<file path="src/rtl/os_pulse_pkg.sv">
// -----------------------------------------------------------------------------
// os_pulse_pkg
// Shared definitions for the delayed-pulse scheduler family:
//   - state_t : scheduler FSM state encoding (IDLE / DELAY / PULSE)
//   - clog2   : elaboration-time ceil(log2) used to size channel indices
// -----------------------------------------------------------------------------
package os_pulse_pkg;

  // Scheduler FSM states
  typedef enum logic [1:0] {
    ST_IDLE  = 2'd0,
    ST_DELAY = 2'd1,
    ST_PULSE = 2'd2
  } state_t;

  // ceil(log2(v)); returns 0 for v <= 1
  function automatic int unsigned clog2(input int unsigned v);
    int unsigned r;
    r = 0;
    for (int unsigned i = 0; i < 32; i++) begin
      if ((64'd1 << i) < 64'(v)) r = i + 1;
    end
    return r;
  endfunction

endpackage

</file>
<file path="src/rtl/os_rr_arbiter.sv">
// -----------------------------------------------------------------------------
// os_rr_arbiter
// Purely combinational round-robin arbiter. The search starts at the channel
// after i_last and wraps, so the most recently served channel has the lowest
// priority.
// Ports:
//   i_req   [NCH]  request bits
//   i_last  [CHW]  index of the most recently granted channel
//   o_gnt   [NCH]  one-hot grant (all zero when no request)
//   o_idx   [CHW]  index of the granted channel (0 when no request)
//   o_valid        any request present
// -----------------------------------------------------------------------------
module os_rr_arbiter
  import os_pulse_pkg::*;
#(
  parameter int unsigned NCH = 4,
  parameter int unsigned CHW = clog2(NCH)
) (
  input  logic [NCH-1:0] i_req,
  input  logic [CHW-1:0] i_last,
  output logic [NCH-1:0] o_gnt,
  output logic [CHW-1:0] o_idx,
  output logic           o_valid
);

  // Two passes: channels above i_last first, then wrap to 0..i_last.
  always_comb begin : arb
    logic found;
    o_gnt = '0;
    o_idx = '0;
    found = 1'b0;
    for (int unsigned c = 0; c < NCH; c++) begin
      if (!found && i_req[c] && (c > 32'(i_last))) begin
        o_gnt[c] = 1'b1;
        o_idx    = CHW'(c);
        found    = 1'b1;
      end
    end
    for (int unsigned c = 0; c < NCH; c++) begin
      if (!found && i_req[c] && (c <= 32'(i_last))) begin
        o_gnt[c] = 1'b1;
        o_idx    = CHW'(c);
        found    = 1'b1;
      end
    end
  end

  assign o_valid = |i_req;

endmodule

</file>
<file path="src/rtl/os_pulse_sched.sv">
// -----------------------------------------------------------------------------
// os_pulse_sched
// Multi-channel delayed-pulse scheduler. Rising edges on trig (qualified by
// trig_en) queue one pending request per channel; a round-robin arbiter picks
// a channel when the shared timer is idle, and the timer then produces one
// pulse of max(dur,1) cycles after delay cycles, tagged with the channel.
// Ports:
//   clk, rst_n          clock, asynchronous active-low reset
//   trig     [NCH]      per-channel trigger level (rising edge requests)
//   trig_en  [NCH]      per-channel edge enable
//   delay    [NCH*CW]   per-channel delay, channel i at [i*CW +: CW]
//   dur      [NCH*CW]   per-channel pulse length (0 behaves as 1)
//   abort               cancel active slot and all pending requests
//   pulse               registered pulse output
//   pulse_ch [CHW]      channel owning the current slot
//   busy                high while in DELAY or PULSE
//   done     [NCH]      one-cycle strobe when a channel's pulse ends
//   ovf      [NCH]      one-cycle strobe when an edge hits an already pending channel
// -----------------------------------------------------------------------------
module os_pulse_sched
  import os_pulse_pkg::*;
#(
  parameter int unsigned NCH = 4,
  parameter int unsigned CW  = 8,
  parameter int unsigned CHW = clog2(NCH)
) (
  input  logic              clk,
  input  logic              rst_n,
  input  logic [NCH-1:0]    trig,
  input  logic [NCH-1:0]    trig_en,
  input  logic [NCH*CW-1:0] delay,
  input  logic [NCH*CW-1:0] dur,
  input  logic              abort,
  output logic              pulse,
  output logic [CHW-1:0]    pulse_ch,
  output logic              busy,
  output logic [NCH-1:0]    done,
  output logic [NCH-1:0]    ovf
);

  // Registered state
  state_t         r_state;
  logic [CW-1:0]  r_cnt;
  logic [CW-1:0]  r_len;
  logic [NCH-1:0] r_trig_prev;
  logic [NCH-1:0] r_pending;
  logic [CHW-1:0] r_last;
  logic [CHW-1:0] r_pulse_ch;
  logic           r_pulse;
  logic           r_busy;
  logic [NCH-1:0] r_done;
  logic [NCH-1:0] r_ovf;

  // Combinational helpers
  logic [NCH-1:0] w_edge;
  logic [NCH-1:0] w_gnt;
  logic [CHW-1:0] w_gnt_idx;
  logic           w_any;
  logic           w_grant;
  logic [NCH-1:0] w_gnt_mask;
  logic [CW-1:0]  w_sel_delay;
  logic [CW-1:0]  w_sel_dur;
  logic [CW-1:0]  w_sel_len;

  // Qualified rising edges
  assign w_edge = trig & ~r_trig_prev & trig_en;

  os_rr_arbiter #(
    .NCH (NCH),
    .CHW (CHW)
  ) u_arb (
    .i_req   (r_pending),
    .i_last  (r_last),
    .o_gnt   (w_gnt),
    .o_idx   (w_gnt_idx),
    .o_valid (w_any)
  );

  // Grant only from IDLE; abort blocks a grant in the same cycle
  assign w_grant    = (r_state == ST_IDLE) && w_any && !abort;
  assign w_gnt_mask = w_grant ? w_gnt : '0;

  // Config of the winning channel, sampled only at grant
  assign w_sel_delay = delay[32'(w_gnt_idx)*CW +: CW];
  assign w_sel_dur   = dur[32'(w_gnt_idx)*CW +: CW];
  assign w_sel_len   = (w_sel_dur == '0) ? CW'(1) : w_sel_dur;

  // Request queue, edge tracking and slot FSM
  always_ff @(posedge clk or negedge rst_n) begin
    if (!rst_n) begin
      r_state     <= ST_IDLE;
      r_cnt       <= '0;
      r_len       <= '0;
      r_trig_prev <= '0;
      r_pending   <= '0;
      r_last      <= CHW'(NCH - 1);
      r_pulse_ch  <= '0;
      r_pulse     <= 1'b0;
      r_busy      <= 1'b0;
      r_done      <= '0;
      r_ovf       <= '0;
    end else begin
      r_trig_prev <= trig;
      r_done      <= '0;
      r_ovf       <= '0;

      if (abort) begin
        // Cancel everything, including edges arriving this cycle
        r_pending <= '0;
        r_state   <= ST_IDLE;
        r_pulse   <= 1'b0;
        r_busy    <= 1'b0;
      end else begin
        // New edge wins over grant-clear; an edge is only dropped (ovf)
        // when its channel stays pending
        r_pending <= (r_pending & ~w_gnt_mask) | w_edge;
        r_ovf     <= w_edge & r_pending & ~w_gnt_mask;

        case (r_state)
          ST_IDLE: begin
            if (w_grant) begin
              r_pulse_ch <= w_gnt_idx;
              r_last     <= w_gnt_idx;
              r_len      <= w_sel_len;
              r_busy     <= 1'b1;
              if (w_sel_delay != '0) begin
                r_state <= ST_DELAY;
                r_cnt   <= w_sel_delay;
              end else begin
                r_state <= ST_PULSE;
                r_cnt   <= w_sel_len;
                r_pulse <= 1'b1;
              end
            end
          end

          ST_DELAY: begin
            if (r_cnt == CW'(1)) begin
              r_state <= ST_PULSE;
              r_cnt   <= r_len;
              r_pulse <= 1'b1;
            end else begin
              r_cnt <= r_cnt - CW'(1);
            end
          end

          ST_PULSE: begin
            if (r_cnt == CW'(1)) begin
              r_state <= ST_IDLE;
              r_pulse <= 1'b0;
              r_busy  <= 1'b0;
              r_done  <= NCH'(1) << r_pulse_ch;
            end else begin
              r_cnt <= r_cnt - CW'(1);
            end
          end

          default: begin
            r_state <= ST_IDLE;
            r_pulse <= 1'b0;
            r_busy  <= 1'b0;
          end
        endcase
      end
    end
  end

  assign pulse    = r_pulse;
  assign pulse_ch = r_pulse_ch;
  assign busy     = r_busy;
  assign done     = r_done;
  assign ovf      = r_ovf;

endmodule

</file>
<file path="config.mk">
export PLATFORM = sky130hd
export DESIGN_NAME = os_pulse_sched
export DESIGN_NICKNAME = d
export VERILOG_FILES = /design/src/rtl/os_pulse_pkg.sv /design/src/rtl/os_rr_arbiter.sv /design/src/rtl/os_pulse_sched.sv
export SDC_FILE = /design/constraint.sdc
export NUM_CORES = 1
export LEC_CHECK = 0
export ABC_AREA = 1
export CAP_MARGIN = 10
export CORE_MARGIN = 2
export CORE_UTILIZATION = 47
export DETAILED_ROUTE_END_ITERATION = 6
export PLACE_DENSITY = 0.85
export RECOVER_POWER = 25
export SETUP_SLACK_MARGIN = 0.3
export SLEW_MARGIN = 20
export SYNTH_ARGS = -nofsm -noshare
export SYNTH_HDL_FRONTEND = slang
export SYNTH_SLANG_ARGS = --single-unit
export TNS_END_PERCENT = 30
</file>
<file path="constraint.sdc">
create_clock -name clk -period 2.3 [get_ports clk]
set_input_delay 0.69 -clock clk [delete_from_list [all_inputs] [get_ports clk]]
set_output_delay 0.69 -clock clk [all_outputs]
set_load 0.02 [all_outputs]
</file>
# After elaboration in Yosys (flattened, before gate mapping)
# Index checks and enable logic that the tools add are counted.
[totals]
regBits = 40
input_bits = 75
output_inout_bits = 12
[op_classes]
add_sub_neg = 1
magnitude_cmp = 6
eq_ne = 10
shifts = 3
mux = 46
n_bitwise = 9
reduce_logical = 31
[ops]
columns = ["cell", "count"]
rows = [
  ["indexed part select 32 x 6 -> 8 bit", 2],
  ["2-to-1 mux 8 bit", 5],
  ["2-to-1 mux 4 bit", 6],
  ["case mux 8 bit (3 select lines)", 1],
  ["2-to-1 mux 2 bit", 11],
  ["AND 4 bit", 5],
  ["2-to-1 mux 1 bit", 20],
  ["logical AND 1 bit", 14],
  ["!= test 3 bit, second input constant", 4],
  ["AND reduction 3 bit", 3],
  ["equality test 8 x 1 -> 1 bit, second input constant", 1],
  ["zero test 8 bit", 1],
  ["inverter 4 bit", 2],
  ["AND reduction 4 bit", 2],
  ["nonzero test 8 bit", 1],
  ["subtractor 8 x 1 -> 8 bit, second input constant", 1],
  ["zero test 1 bit", 7],
  ["!= test 2 bit, second input constant", 3],
  ["case mux 1 bit (3 select lines)", 2],
  ["case mux 2 bit (3 select lines)", 1],
  ["> comparator 2 bit, first input constant", 2],
  ["<= comparator 2 bit, first input constant", 2],
  ["bitwise OR 4 bit", 1],
  ["OR reduction 4 bit", 1],
  ["other kinds (8)", 8],
]

# Logic depth before layout (Yosys ltp)
# Gate-level depths: netlist of the first run.
[depth]
depth_word = 32
mapped_depth = 18
ltp_nobuf = 17

# By module
# From an unflattened synthesis of the first run, not the netlist that was laid out.
[hier_totals]
hier_cells = 423
area_unflattened_um2 = 2782.7
[by_module_without_submodules]
columns = ["module", "n_inst", "cells_each", "area_per_inst_um2", "seq_area_each_um2"]
rows = [
  ["os_pulse_sched", 1, 390, 2618.8, 1003.5],
  ["os_rr_arbiter", 1, 33, 163.9, 0.0],
]

# Worst setup path after synthesis of the first run
# Ideal clock, no wire load.
[synth_timing]
path_kind = "reg2reg"
startpoint = "reg r_last[1]"
endpoint = "reg r_state[0]"
arrival_ns = 1.937
path_slack_ns = 0.244
path_stages_with_launch = 16
n_path_buf = 1
period_less_slack_ns = 2.056
cell_sequence = "dfstp_2 inv_1 nand2_1 nand3_2 nor2_4 nand3_1 nand3_4 buf_4 nand3_1 nand2_1 nand2_2 nor2_4 nand2_4 nand2_1 nand2_1 o21a_1"
[synth_between]
elab_chain_len = 32
word_cells_on_any_way = 43
classes_between = "order compare: 6; shift: 1; mux: 17; reduce/logical: 19"
[synth_rtl]
columns = ["element", "line_no", "source"]
rows = [
  ["start, declared", "os_pulse_sched.sv:47", "logic [CHW-1:0] r_last;"],
  ["start signal, assigned", "os_pulse_sched.sv:96", "r_last <= CHW'(NCH - 1);"],
  ["start signal, assigned", "os_pulse_sched.sv:123", "r_last <= w_gnt_idx;"],
  ["> comparator 1 x 2 -> 1 bit", "os_rr_arbiter.sv:33", "if (!found && i_req[c] && (c > 32'(i_last))) begin"],
  ["logical AND 1 bit", "os_rr_arbiter.sv:33", ""],
  ["2-to-1 mux 1 bit", "os_rr_arbiter.sv:33", ""],
  ["zero test 1 bit", "os_rr_arbiter.sv:33", ""],
  ["logical AND 1 bit (2 in a row)", "os_rr_arbiter.sv:33", ""],
  ["2-to-1 mux 1 bit", "os_rr_arbiter.sv:33", ""],
  ["zero test 1 bit", "os_rr_arbiter.sv:33", ""],
  ["logical AND 1 bit (2 in a row)", "os_rr_arbiter.sv:33", ""],
  ["[... 13 more ...]", "n/a", ""],
  ["logical AND 1 bit (2 in a row)", "os_rr_arbiter.sv:40", "if (!found && i_req[c] && (c <= 32'(i_last))) begin"],
  ["2-to-1 mux 2 bit *", "os_rr_arbiter.sv:40", ""],
  ["indexed part select 32 x 6 -> 8 bit *", "os_pulse_sched.sv:84", "assign w_sel_delay = delay[32'(w_gnt_idx)*CW +: CW];"],
  ["nonzero test 8 bit *", "os_pulse_sched.sv:126", "if (w_sel_delay != '0) begin"],
  ["2-to-1 mux 2 bit *", "os_pulse_sched.sv:126", ""],
  ["2-to-1 mux 2 bit *", "os_pulse_sched.sv:121", "if (w_grant) begin"],
  ["case mux 2 bit (3 select lines) *", "os_pulse_sched.sv:119", "case (r_state)"],
  ["2-to-1 mux 2 bit *", "os_pulse_sched.sv:107", "if (abort) begin"],
  ["end signal, assigned", "os_pulse_sched.sv:110", "r_state <= ST_IDLE;"],
  ["end signal, assigned", "os_pulse_sched.sv:127", "r_state <= ST_DELAY;"],
  ["end signal, assigned", "os_pulse_sched.sv:130", "r_state <= ST_PULSE;"],
  ["end, declared", "os_pulse_sched.sv:42", "state_t r_state;"],
]
# Every way passes the cells marked *; elsewhere a longest branch is shown, timed or not. The select of a mux whose other input is x is not followed.
# A chain may end at the register's enable or synchronous reset.

# Final worst setup path of the first run
[layout_timing]
startpoint = "reg r_last[0]"
endpoint = "reg r_cnt[5]"
[layout_between]
elab_chain_len = 32
word_cells_on_any_way = 45
classes_between = "order compare: 6; shift: 2; mux: 17; reduce/logical: 20"
[layout_rtl]
columns = ["element", "line_no", "source"]
rows = [
  ["> comparator 1 x 2 -> 1 bit", "os_rr_arbiter.sv:33", ""],
  ["logical AND 1 bit", "os_rr_arbiter.sv:33", ""],
  ["2-to-1 mux 1 bit", "os_rr_arbiter.sv:33", ""],
  ["zero test 1 bit", "os_rr_arbiter.sv:33", ""],
  ["logical AND 1 bit (2 in a row)", "os_rr_arbiter.sv:33", ""],
  ["2-to-1 mux 1 bit", "os_rr_arbiter.sv:33", ""],
  ["zero test 1 bit", "os_rr_arbiter.sv:33", ""],
  ["logical AND 1 bit (2 in a row)", "os_rr_arbiter.sv:33", ""],
  ["[... 13 more ...]", "n/a", ""],
  ["logical AND 1 bit (2 in a row)", "os_rr_arbiter.sv:40", ""],
  ["2-to-1 mux 2 bit *", "os_rr_arbiter.sv:40", ""],
  ["indexed part select 32 x 6 -> 8 bit", "os_pulse_sched.sv:85", "assign w_sel_dur = dur[32'(w_gnt_idx)*CW +: CW];"],
  ["zero test 8 bit", "os_pulse_sched.sv:86", "assign w_sel_len = (w_sel_dur == '0) ? CW'(1) : w_sel_dur;"],
  ["2-to-1 mux 8 bit", "os_pulse_sched.sv:86", ""],
  ["2-to-1 mux 8 bit *", "os_pulse_sched.sv:126", ""],
  ["2-to-1 mux 8 bit *", "os_pulse_sched.sv:121", ""],
  ["case mux 8 bit (3 select lines) *", "os_pulse_sched.sv:119", ""],
  ["end signal, assigned", "os_pulse_sched.sv:128", "r_cnt <= w_sel_delay;"],
  ["end signal, assigned", "os_pulse_sched.sv:131", "r_cnt <= w_sel_len;"],
  ["end signal, assigned", "os_pulse_sched.sv:140", "r_cnt <= r_len;"],
  ["end, declared", "os_pulse_sched.sv:43", "logic [CW-1:0] r_cnt;"],
]
# Marked as above.

==> results of run 1 <==
==> critical path: stages, from the launching register on <==
cell and delay, ps:
dfstp_2 610, nor2_2 70, nand2_2 120, buf_6 110, nand4_1 100, nor2_2 190
nor2_4 80, buf_12 150, clkbuf_16 180, nand3_4 70, nand3_2 90, nand2_2 110
nand2_2 100, nor2_4 140, nand2_2 120, nor2_2 130, o21ai_1 100, nand2_1 80
==> where the power goes <==
part           switching, uW  internal, uW  total (uW)
Combinational           1600          1060        2660
Clock                    283           543         826
Sequential               232           929        1160
Total                   2120          2530        4650
==> through the flow <==
stage                     setup TNS, ps  util [%]  hold WS (ps)
final                             -3430      82.9           519
after global routing              -5470      82.9           551
after CTS                          -155      77.3           461
after detailed placement           -646      68.5           471
after global placement             -321      68.5           462
after floorplan                       0         -           394
==> layout make-up <==
cell class                 instances  area, um^2  share of cell area [%]
clock buffer                       5        68.8                    1.49
multi-input combinational        312        1890                    40.8
tap                               72        90.1                    1.95
sequential                        40        1000                    21.7
clock inverter                     3        90.1                    1.95
inverter                          33         131                    2.84
timing repair buffer             133        1350                    29.2
==> path summary, 6_finish.rpt <==
check                                          from                      to  cells past startpoint
min reg2reg                r_trig_prev[3]$_DFF_PN0_        ovf[3]$_DFF_PN0_                      3
max in group asynchronous                     rst_n  r_pending[1]$_DFF_PN0_                      2
min                        r_trig_prev[3]$_DFF_PN0_        ovf[3]$_DFF_PN0_                      3
max                           r_last[0]$_DFFE_PN1P_    r_cnt[5]$_DFFE_PN0P_                     17
min in group asynchronous                     rst_n       done[0]$_DFF_PN0_                      2
max reg2reg                   r_last[0]$_DFFE_PN1P_    r_cnt[5]$_DFFE_PN0P_                     17
==> cell usage after synthesis, types with 2 or more instances <==
library cell / n
buf_6: 2
a21oi_1: 7
dfrtp_1: 38
nand4_1: 2
nand2_2: 3
ha_1: 6
nand2_1: 119
inv_1: 31
a221oi_1: 2
buf_2: 5
a31oi_1: 5
nand3b_1: 3
xor2_1: 3
o21ai_1: 9
dfstp_2: 2
nor2_4: 3
o21ai_0: 26
clkbuf_1: 7
nor4_1: 6
nor3_1: 2
nor2_1: 33
nand3_1: 68
==> per-layer routing <==
| metal | share of wire, % | global-route usage, % | up-vias |
|---|---|---|---|
| li1 | - | - | 1574 |
| met1 | 36 | 36.4 | 1765 |
| met2 | 48 | 51.3 | 338 |
| met3 | 9.7 | 6.18 | 91 |
| met4 | 6.8 | 7.63 | 0 |
| met5 | 0 | 0 | - |
==> cells by family after synthesis <==
group | synth area share [%]
AOI/OAI and AO/OA | 11.1
xor gates and xnor gates | 1.28
adders and majority gates | 2.73
buffers and inverters | 7.70
DFF | 36.5
and+or+nand+nor | 40.7
==> sequential cells by signal (all words and copies together), names as in the netlist, 2 cells and up <==
register,cells
pulse_ch,2
r_last,2
ovf,4
done,4
r_pending,4
r_state,2
r_cnt,8
r_len,8
r_trig_prev,4
==> timing repair <==
item,4_1_cts,5_1_grt
buffers inserted,14,7
pin swaps,7,50
gates cloned,5,1
setup endpoints to repair,21,20
gates resized for setup,30,60
endpoints found under the hold margin,0,0
hold buffers,0,0
==> impl_metrics.py, run 1 <==
metrics = {
    "sta": {
        "drv_slew": 0,
        "skew_final_ps": 10.9,
        "period_minus_slack_ps": 2610,
        "setup_viol": 16,
        "final_hold_viol_count": 0,
        "rsz0062_at_grt": "yes",
        "max_slew_margin_pct": 32.6,
        "setup_ws_ps": -310,
        "final_min_period_over_clock_period_pct": 113,
        "fmax_mhz": 383,
        "tightest_slew_ps": 1010,
    },
    "placement": {
        "placement.setup.worst_slack_ps": -93.2,
        "place_area_um2": 3820,
        "routability_driven_placement_congestion_ratio": 0.895,
        "port_buffers": 86,
        "detailedPlacementHpwl_um": 6070,
        "placed_cells": 563,
    },
    "outcome": {
        "run_status": "complete, but fails checks",
        "failed_checks": "setup timing",
    },
    "yosys": {
        "post_synth_inst_count": 399,
        "synth.avg_cell_area_um2": 6.89,
        "synth_top_area_share_pct": 34.6,
        "postSynth.asyncResetShare_pct": 100,
        "ys.warnings.count": 0,
        "mappedNetlistNets": 480,
        "netlist.top_cell.by_area": "dfrtp_1",
        "synth_ff_type": "dfrtp_1",
        "synth-edff-count": 0,
        "synthesis.area_um2": 2750,
        "post_synth_main_area_contributors": "dfrtp_1 35%, nand2_1 16%, nand3_1 12%",
        "number_of_storage_elements_in_the_synthesis_netlist": 40,
        "ys_seq_area_share_pct": 36.5,
        "synthDistinctLibCells": 39,
    },
    "global_route": {
        "via_count_of_the_first_global_routing_pass": 3213,
        "global_route_wire_length_before_repair_um": 14800,
        "grt_remaining_overflow": 0,
        "grt_antenna_before_repair": 0,
        "global_route.usage.total_pct": 29.3,
        "grt_start_max_net_pins": 41,
    },
    "cells_and_area": {
        "mostFrequentLayoutCells": "94 x nand2_1, 83 x clkdlybuf4s50_1, 38 x dfrtp_1, 34 x nand3_1, 34 x buf_4",
        "final_design_area_no_fill_um2": 4620,
        "num-nets-final": 606,
        "final_common_cell": "nand2_1",
        "drive_gt1_share_pct": 27.4,
        "finalNonFillerCells": 598,
        "layout.filler_cells": 299,
        "area_growth_pct": 68.2,
        "diodes": 0,
    },
    "clock_network": {
        "cts_max_level": 2,
        "cts.sink_count": 40,
        "tritoncts": "built",
        "clk_root_buffer_cell": "clkbuf_8",
        "numCtsBuffers": 5,
        "clk_transition_reported_paths_ps": 90,
        "cts_max_path_buffers": 2,
        "clock_insertion_delay_worst_skew_ps": 310,
    },
    "power": {
        "static-leakage-power_uw": 0.00217,
        "peakVddDrop_mv": 0.574,
        "p_per_area_nw_per_um2": 1010,
        "finalPower_uw": 4650,
    },
    "detailed_routing": {
        "drt_first_pass_iters": 6,
        "num_vias": 3768,
        "finalWirelength_um": 12300,
        "post-route-drc-count": 0,
        "vias_per_cell": 6.30,
        "drt-initial-drc-count": 566,
        "ant_nets": 0,
        "routed_wire_length_per_instance_um": 20.5,
    },
    "worst_setup_path": {
        "cp_data_arrival_time_ps": 2860,
        "type_of_the_setup_path_with_the_least_slack": "reg2reg",
        "cp_data_required_time_ps": 2550,
        "end_kind": "flop",
        "startpoint_type": "flop",
        "cp_max_fo": 8,
        "ff2ff_setup_slack_ps": -310,
    },
    "die": {
        "die-height_um": 80.5,
        "boundary_pins": 87,
        "die_w_um": 80.5,
        "fp.dieArea_um2": 6470,
        "fp.coreArea_um2": 5570,
        "core.rowCount": 27,
        "initial_core_util_pct": 49.3,
    },
    "min_path": {
        "hold_crit_path_type": "reg2reg",
    },
    "run": {
        "max-cap-violations": 0,
    },
}
(Power assumes the default switching activity.)
==> run 2, diff against run 1 <==
--- a/config.mk
+++ b/config.mk
@@ -6,7 +6,7 @@
 export NUM_CORES = 1
 export LEC_CHECK = 0
 export ABC_AREA = 1
-export CAP_MARGIN = 10
+export CAP_MARGIN = 30
 export CORE_MARGIN = 2
 export CORE_UTILIZATION = 47
 export DETAILED_ROUTE_END_ITERATION = 6
==> results of run 2 <==
Same layout as run 1: the final DEF is identical, and so are final timing and power.
